## src/rtl/key_bounce_gen.sv

```systemverilog
// Emulates a bouncing mechanical key: each change of the requested level produces
// pseudo-random LFSR-timed toggles, then a forced settled level held for a quiet period.
module key_bounce_gen #(
  parameter int          BOUNCE_LEN = 250000,
  parameter int          HOLD_LEN   = 1500000,
  parameter int          GAP_W      = 12,
  parameter logic [15:0] LFSR_SEED  = 16'hACE1,
  parameter logic        IDLE_LEVEL = 1'b0
) (
  input  logic clk,
  input  logic rst_n,
  input  logic key_cmd,
  output logic key_bounce,
  output logic busy,
  output logic settled
);

  localparam int BW = (BOUNCE_LEN > 1) ? $clog2(BOUNCE_LEN) : 1;
  localparam int HW = (HOLD_LEN > 1) ? $clog2(HOLD_LEN) : 1;
  localparam logic [BW-1:0] BOUNCE_LAST = BW'(BOUNCE_LEN - 1);
  localparam logic [HW-1:0] HOLD_LAST   = HW'(HOLD_LEN - 1);

  typedef enum logic [1:0] {S_IDLE, S_BOUNCE, S_HOLD} state_t;

  state_t           r_state;
  logic             r_cmd_s1;
  logic             r_cmd_s2;
  logic [15:0]      r_lfsr;
  logic             r_target;
  logic             r_key;
  logic             r_settled;
  logic [GAP_W-1:0] r_gap_cnt;
  logic [BW-1:0]    r_bounce_cnt;
  logic [HW-1:0]    r_hold_cnt;

  logic [15:0]      w_lfsr_next;
  logic [GAP_W-1:0] w_gap;

  // Galois form, shifting right, taps x^16+x^14+x^13+x^11+1
  assign w_lfsr_next = {1'b0, r_lfsr[15:1]} ^ (r_lfsr[0] ? 16'hB400 : 16'h0000);
  assign w_gap       = (r_lfsr[GAP_W-1:0] == '0) ? GAP_W'(1) : r_lfsr[GAP_W-1:0];

  always_ff @(posedge clk or negedge rst_n) begin
    if (!rst_n) begin
      r_cmd_s1 <= IDLE_LEVEL;
      r_cmd_s2 <= IDLE_LEVEL;
      r_lfsr   <= LFSR_SEED;
    end else begin
      r_cmd_s1 <= key_cmd;
      r_cmd_s2 <= r_cmd_s1;
      r_lfsr   <= w_lfsr_next;
    end
  end

  always_ff @(posedge clk or negedge rst_n) begin
    if (!rst_n) begin
      r_state      <= S_IDLE;
      r_target     <= IDLE_LEVEL;
      r_key        <= IDLE_LEVEL;
      r_settled    <= IDLE_LEVEL;
      r_gap_cnt    <= '0;
      r_bounce_cnt <= '0;
      r_hold_cnt   <= '0;
    end else begin
      case (r_state)
        S_IDLE: begin
          r_key <= r_settled;
          if (r_cmd_s2 != r_settled) begin
            r_target     <= r_cmd_s2;
            r_key        <= ~r_settled;
            r_gap_cnt    <= w_gap;
            r_bounce_cnt <= '0;
            r_state      <= S_BOUNCE;
          end
        end
        S_BOUNCE: begin
          r_bounce_cnt <= r_bounce_cnt + 1'b1;
          r_gap_cnt    <= r_gap_cnt - 1'b1;
          if (r_gap_cnt == GAP_W'(1)) begin
            r_key     <= ~r_key;
            r_gap_cnt <= w_gap;
          end
          // End of window wins over a toggle landing on the same edge
          if (r_bounce_cnt == BOUNCE_LAST) begin
            r_key      <= r_target;
            r_settled  <= r_target;
            r_hold_cnt <= '0;
            r_state    <= S_HOLD;
          end
        end
        S_HOLD: begin
          r_key      <= r_settled;
          r_hold_cnt <= r_hold_cnt + 1'b1;
          if (r_hold_cnt == HOLD_LAST) begin
            r_state <= S_IDLE;
          end
        end
        default: r_state <= S_IDLE;
      endcase
    end
  end

  assign key_bounce = r_key;
  assign settled    = r_settled;
  assign busy       = (r_state != S_IDLE);

endmodule

```

## config.mk

```make
export PLATFORM = sky130hd
export DESIGN_NAME = key_bounce_gen
export DESIGN_NICKNAME = d
export VERILOG_FILES = /design/src/rtl/key_bounce_gen.sv
export SDC_FILE = /design/constraint.sdc
export NUM_CORES = 1
export LEC_CHECK = 0
export BUFFER_PORTS_ARGS = -buffer_cell sky130_fd_sc_hd__buf_4
export CORE_MARGIN = 3
export CORE_UTILIZATION = 50
export DETAILED_ROUTE_END_ITERATION = 7
export PLACE_DENSITY_LB_ADDON = 0.2
export SETUP_SLACK_MARGIN = 0.1
export SLEW_MARGIN = 20
export SYNTH_ARGS = -nofsm -noshare
export SYNTH_HDL_FRONTEND = slang
export SYNTH_SLANG_ARGS = --single-unit
export TNS_END_PERCENT = 100
```

## constraint.sdc

```tcl
create_clock -name clk -period 2 [get_ports clk]
set_input_delay 0.1 -clock clk [delete_from_list [all_inputs] [get_ports clk]]
set_output_delay 0.1 -clock clk [all_outputs]
set_load 0.01 [all_outputs]
```

# After elaboration in Yosys (flattened, before gate mapping)
# Cells that the tools add are included.
[word_totals] input_bits=3 register_bits=74 output_inout_bits=3 elab_cells=55
[classes] bitwise=3 addsub=3 n_eq_ne=10 n_reduce_logical=12 muxes=17
[op_table] op="one-hot mux 21 bit (2 select lines)" count=1
[op_table] op="two-way mux 12 bit" count=3
[op_table] op="one-hot mux 18 bit (2 select lines)" count=1
[op_table] op="one-hot mux 12 bit (2 select lines)" count=1
[op_table] op="adder 21 x 1 -> 21 bit, second input constant" count=1
[op_table] op="== test 21 bit, second input constant" count=1
[op_table] op="two-way mux 21 bit" count=1
[op_table] op="adder 18 x 1 -> 18 bit, second input constant" count=1
[op_table] op="== test 18 bit, second input constant" count=1
[op_table] op="two-way mux 18 bit" count=1
[op_table] op="two-way mux 16 bit" count=1
[op_table] op="XOR 15 x 16 -> 16 bit" count=1
[op_table] op="== test 12 x 1 -> 1 bit, second input constant" count=1
[op_table] op="logical NOT 12 bit" count=1
[op_table] op="subtractor 12 x 1 -> 12 bit, second input constant" count=1
[op_table] op="AND reduction 2 bit" count=5
[op_table] op="two-way mux 2 bit" count=3
[op_table] op="inequality test 2 bit, second input constant" count=3
[op_table] op="one-hot mux 2 bit (3 select lines)" count=1
[op_table] op="nonzero test 2 bit" count=3
[op_table] op="two-way mux 1 bit" count=3
[op_table] op="inequality test 3 bit, second input constant" count=1
[op_table] op="one-hot mux 1 bit (3 select lines)" count=1
[op_table] op="AND reduction 3 bit" count=1
[op_table] op="other kinds (6)" count=7

# Longest topological paths before layout
[depth] word_depth=4 mapped_depth=9 mapped_depth_nobuf=7

# Least setup slack after synthesis
# Ideal clock, no wire load.
[synth_path] path_kind="reg-to-reg" from="reg r_state[1]" to="reg r_hold_cnt[17]" n_path_buf=1 setup_slack_ns=0.078 required_ns=1.923 period_less_slack_ns=1.922 path_stages_with_launch=9 arrival_ns=1.844 setup_ns=0.077 path_cell_list="dfrtp_1 > inv_1 > ha_1 > inv_1 > nor3_2 > a31oi_4 > buf_6 > or4_1 > a21oi_1"
[synth_between] elab_chain_cells=3 word_cells_on_any_way=6 classes_between="3 x eq/ne; 1 x mux; 2 x reduce/logical"
[synth_rtl] element="start: declaration" line="25" text="state_t r_state;"
[synth_rtl] element="start signal: assignment" line="57" text="r_state <= S_IDLE;"
[synth_rtl] element="start signal: assignment" line="73" text="r_state <= S_BOUNCE;"
[synth_rtl] element="start signal: assignment" line="88" text="r_state <= S_HOLD;"
[synth_rtl] element="== test 2 x 1 -> 1 bit or == test 2 bit (tied branches)" line="65" text="case (r_state)"
[synth_rtl] element="inequality test 2 bit (no source line) or nonzero test 2 bit (tied branches)"
[synth_rtl] element="AND reduction 2 bit (no source line)"
[synth_rtl] element="end signal: assignment" line="93" text="r_hold_cnt <= r_hold_cnt + 1'b1;"
[synth_rtl] element="end: declaration" line="34" text="logic [HW-1:0] r_hold_cnt;"
# Parallel ways exist; a longest one is shown, timed or not.
# A chain may end at the register's enable or synchronous reset.

# Worst setup path in the final report
[layout_path] from="reg r_state[1]" to="reg r_hold_cnt[13]"
# The elaborated chain is that of the path after synthesis.

==> results.rst <==
.. list-table::
   :header-rows: 1

   * - Metric
     - Value
   * - Status
     - complete, no violations
   * - Area taken by flip-flops and latches
     - 0.00186 sq mm
   * - Commonest non-fill, non-tap cells in the layout
     - dfrtp_1 (66), buf_4 (57), nor2_1 (34)
   * - Worst reg2reg path endpoint
     - r_hold_cnt[13]
   * - Synth async-reset ratio
     - 1.00
   * - # clock sinks
     - 74
   * - Final HPWL from detailed placement
     - 5890 um
   * - Achievable frequency
     - 511 MHz
   * - Depth of the worst register-to-register path
     - 10
   * - Reg2Reg Setup Slack
     - 0.04 ns
   * - Drc violations
     - 0
   * - Critical R2R Launch
     - r_state[1]
   * - Max IR drop VDD
     - 0.000517 V
   * - P per Cell Area
     - 1060 mW/mm^2
   * - Post-route ant nets
     - 0
   * - Most used flip-flop cell after synthesis
     - dfrtp_1
   * - Number of antenna diodes
     - 0
   * - Net count reported at finish
     - 477
   * - CTS tree
     - done
   * - Top-level port count
     - 6
   * - CTS Buffer Depth
     - 2
   * - Initial DRC count
     - 231
   * - Post-detailed-route via-to-cell ratio
     - 6.08
   * - Final setup violation count
     - 0
   * - # fillers
     - 561
   * - Clock share of power
     - 0.270
   * - Core area
     - 0.00745 sq mm
   * - Die Area
     - 0.00899 sq mm
   * - Non-Filler Cell Area, Final
     - 0.00506 sq mm
   * - Number of antenna violations at the first check in global routing
     - 0
   * - Clock buffers created by TritonCTS
     - 9
   * - Number of optimization iterations in the first detailed-route pass
     - 4
   * - Horizontal die dimension
     - 94.8 um
   * - Part of the cycle the worst path needs
     - 0.979
   * - Height of the die
     - 94.8 um
   * - Clk slew on worst S/H paths
     - 0.08 ns
   * - Setup Skew
     - 0.00968 ns
   * - First-pass GRT wire length
     - 15,700 um
   * - GRT Total Usage
     - 0.222
   * - Average size of a mapped cell
     - 9.81 sq um
   * - WP data required
     - 2.24 ns
   * - Worst hold path class
     - in -> async
   * - Cell Area, Synth
     - 0.00395 sq mm
   * - Slew at the pin closest to its max-slew limit
     - 0.418 ns
   * - Combinational group share of total power
     - 0.391
   * - Setup Crit Path Kind
     - reg -> reg
   * - Post-synth EDFFs
     - 0
   * - Number of flip-flops and latches in the synthesized netlist
     - 74
   * - Count of buffers from port buffering
     - 5
   * - Total Wirelength
     - 9600 um
   * - Row count
     - 31
   * - Final Hold Violating Endpoints
     - 0
   * - Area used by multi-input combinational logic
     - 0.00221 sq mm
   * - H-tree depth
     - 3
   * - Total via count in the routed design
     - 3,472
   * - Seq/Total Area, Yosys
     - 0.472
   * - Routed wire per std cell
     - 16.8 um
   * - Count of warnings emitted by yosys
     - 0
   * - Fraction of final layout cells sized beyond drive strength 1
     - 0.316
   * - Switching Share
     - 0.346
   * - Most frequent standard cell in the layout excluding fill and tap cells
     - dfrtp_1
   * - Arrival time reported for the critical path endpoint
     - 2.20 ns
   * - Standby leakage power
     - 2.14 nW
   * - P_sw
     - 1.85 mW
   * - Placed Instance Area
     - 0.00434 sq mm
   * - Number of nets in the synthesized netlist
     - 412
   * - Seq pwr share
     - 0.339
   * - Insertion delay of the later-clocked pin in the worst-skew pair
     - 0.35 ns
   * - Total congestion overflow
     - 0
   * - Setup crit start kind
     - register
   * - Number of distinct library cell variants in the gate-level netlist after synthesis
     - 64
   * - Initial standard-cell utilization of the core
     - 0.530
   * - Setup repair after global routing missed its margin
     - yes
   * - Largest fanout on the critical path
     - 6
   * - Worst-case headroom to the max-slew limit
     - 0.721
   * - Root buffer selected by CTS
     - clkbuf_8
   * - Maximum number of pins on one net before global-route repair
     - 75
   * - Via count of the first global-routing pass
     - 3,281
   * - Final worst path period need
     - 1.96 ns
   * - Crit. End Element
     - register
   * - GP Congestion
     - 0.852
   * - Internal
     - 3.50 mW
   * - Area added between synthesis and finish
     - 28.3%
   * - Max_cap viols
     - 0
   * - Total count of max-transition violations in the final report
     - 0
   * - Cells after synthesis
     - 402
   * - Hold Slack
     - 0.282 ns
[how the worst max path moves through the flow]
stage | endpoint | startpoint | depth (start not counted)
finish | r_hold_cnt[13] | r_state[1] | 10
global route | r_hold_cnt[17] | r_state[1] | 9
CTS | r_hold_cnt[15] | r_state[0] | 7
detailed placement | r_hold_cnt[15] | r_state[1] | 7
global placement | r_hold_cnt[13] | r_bounce_cnt[4] | 5
floorplan | r_bounce_cnt[10] | r_state[0] | 7
[synthesized netlist by cell type, types with 6 or more instances]
cell / count / area (sq um)
clkbuf_1: 8 / 30.0
o21ai_0: 16 / 80.1
nand3_1: 24 / 120
inv_1: 16 / 60.1
o31ai_1: 10 / 75.1
nand2_1: 30 / 113
a21oi_1: 30 / 150
dfrtp_1: 66 / 1650
dfstp_2: 8 / 210
nor3_1: 11 / 55.1
nor2_1: 38 / 143
or4_1: 10 / 75.1
nand4_1: 10 / 62.6
ha_1: 7 / 87.6
a31oi_1: 10 / 62.6
xor2_1: 16 / 140
and3_1: 6 / 37.5
[critical path, cell delays in order (launching register included)]
cell,delay [ns]
dfrtp_1,0.41
inv_2,0.10
ha_4,0.14
buf_4,0.10
inv_1,0.07
nor3_4,0.14
buf_6,0.14
a31oi_4,0.13
clkbuf_2,0.21
o31ai_2,0.30
a21oi_2,0.09
[routing by layer]
layer / track usage / part of all wire
met5: 0 / 0
met4: 0.0517 / 0.0085
met3: 0.0494 / 0.042
met2: 0.365 / 0.51
met1: 0.298 / 0.44
[registers in the layout (all words and copies together) (netlist names), 2 cells and up]
| name | flops |
|---|---|
| r_lfsr | 16 |
| r_gap_cnt | 12 |
| r_state | 2 |
| r_bounce_cnt | 18 |
| r_hold_cnt | 21 |
[layout make-up]
| cell class | count | area share |
|---|---|---|
| clock buffers | 10 | 0.0272 |
| clock inverters | 6 | 0.0222 |
| inverters | 16 | 0.0119 |
| multi-input cells | 298 | 0.437 |
| flip-flops and latches | 74 | 0.368 |
| well taps | 99 | 0.0245 |
| repair buffers | 68 | 0.109 |
[power groups by stage]
stage	registers [mW]	logic [mW]	clock network, mW
floorplan	1.82	1.10	0
global placement	1.81	1.71	0
detailed placement	1.82	1.74	0
CTS	1.80	1.88	1.47
global route	1.83	2.30	1.54
finish	1.82	2.09	1.45
[logic make-up (layout without fill, tap and decap cells)]
logic type | Yosys count | in the layout | synth area share
flops | 74 | 74 | 0.472
simple gates | 159 | 159 | 0.218
buf+inv | 32 | 100 | 0.0368
xor+xnor | 21 | 21 | 0.0466
fa+ha+maj | 7 | 7 | 0.0222
mux | 5 | 5 | 0.0130
compound gates | 104 | 106 | 0.192
[metrics by stage]
stage / instances / util / TNS, ns / setup WS [ns] / total power [mW]
CTS: 558 / 0.637 / 0 / 0.0656 / 5.15
detailed placement: 531 / 0.583 / -0.0111 / -0.0111 / 3.56
global route: 571 / 0.680 / -0.0180 / -0.0174 / 5.67
floorplan: 402 / - / 0 / 0.124 / 2.93
finish: 571 / 0.680 / 0 / 0.0420 / 5.36
global placement: 531 / 0.583 / 0 / 0.0541 / 3.52
[timing repair]
| action | in CTS | in global routing |
|---|---|---|
| hold buffers | 2 | 0 |
| resized for setup | 12 | 51 |
| endpoints found under the setup margin | 21 | 39 |
| pin swaps | 3 | 26 |
| hold endpoints to repair | 67 | 0 |
| gates cloned | 2 | 0 |
| buffers inserted | 7 | 13 |
Power figures use the tool's default switching activity.
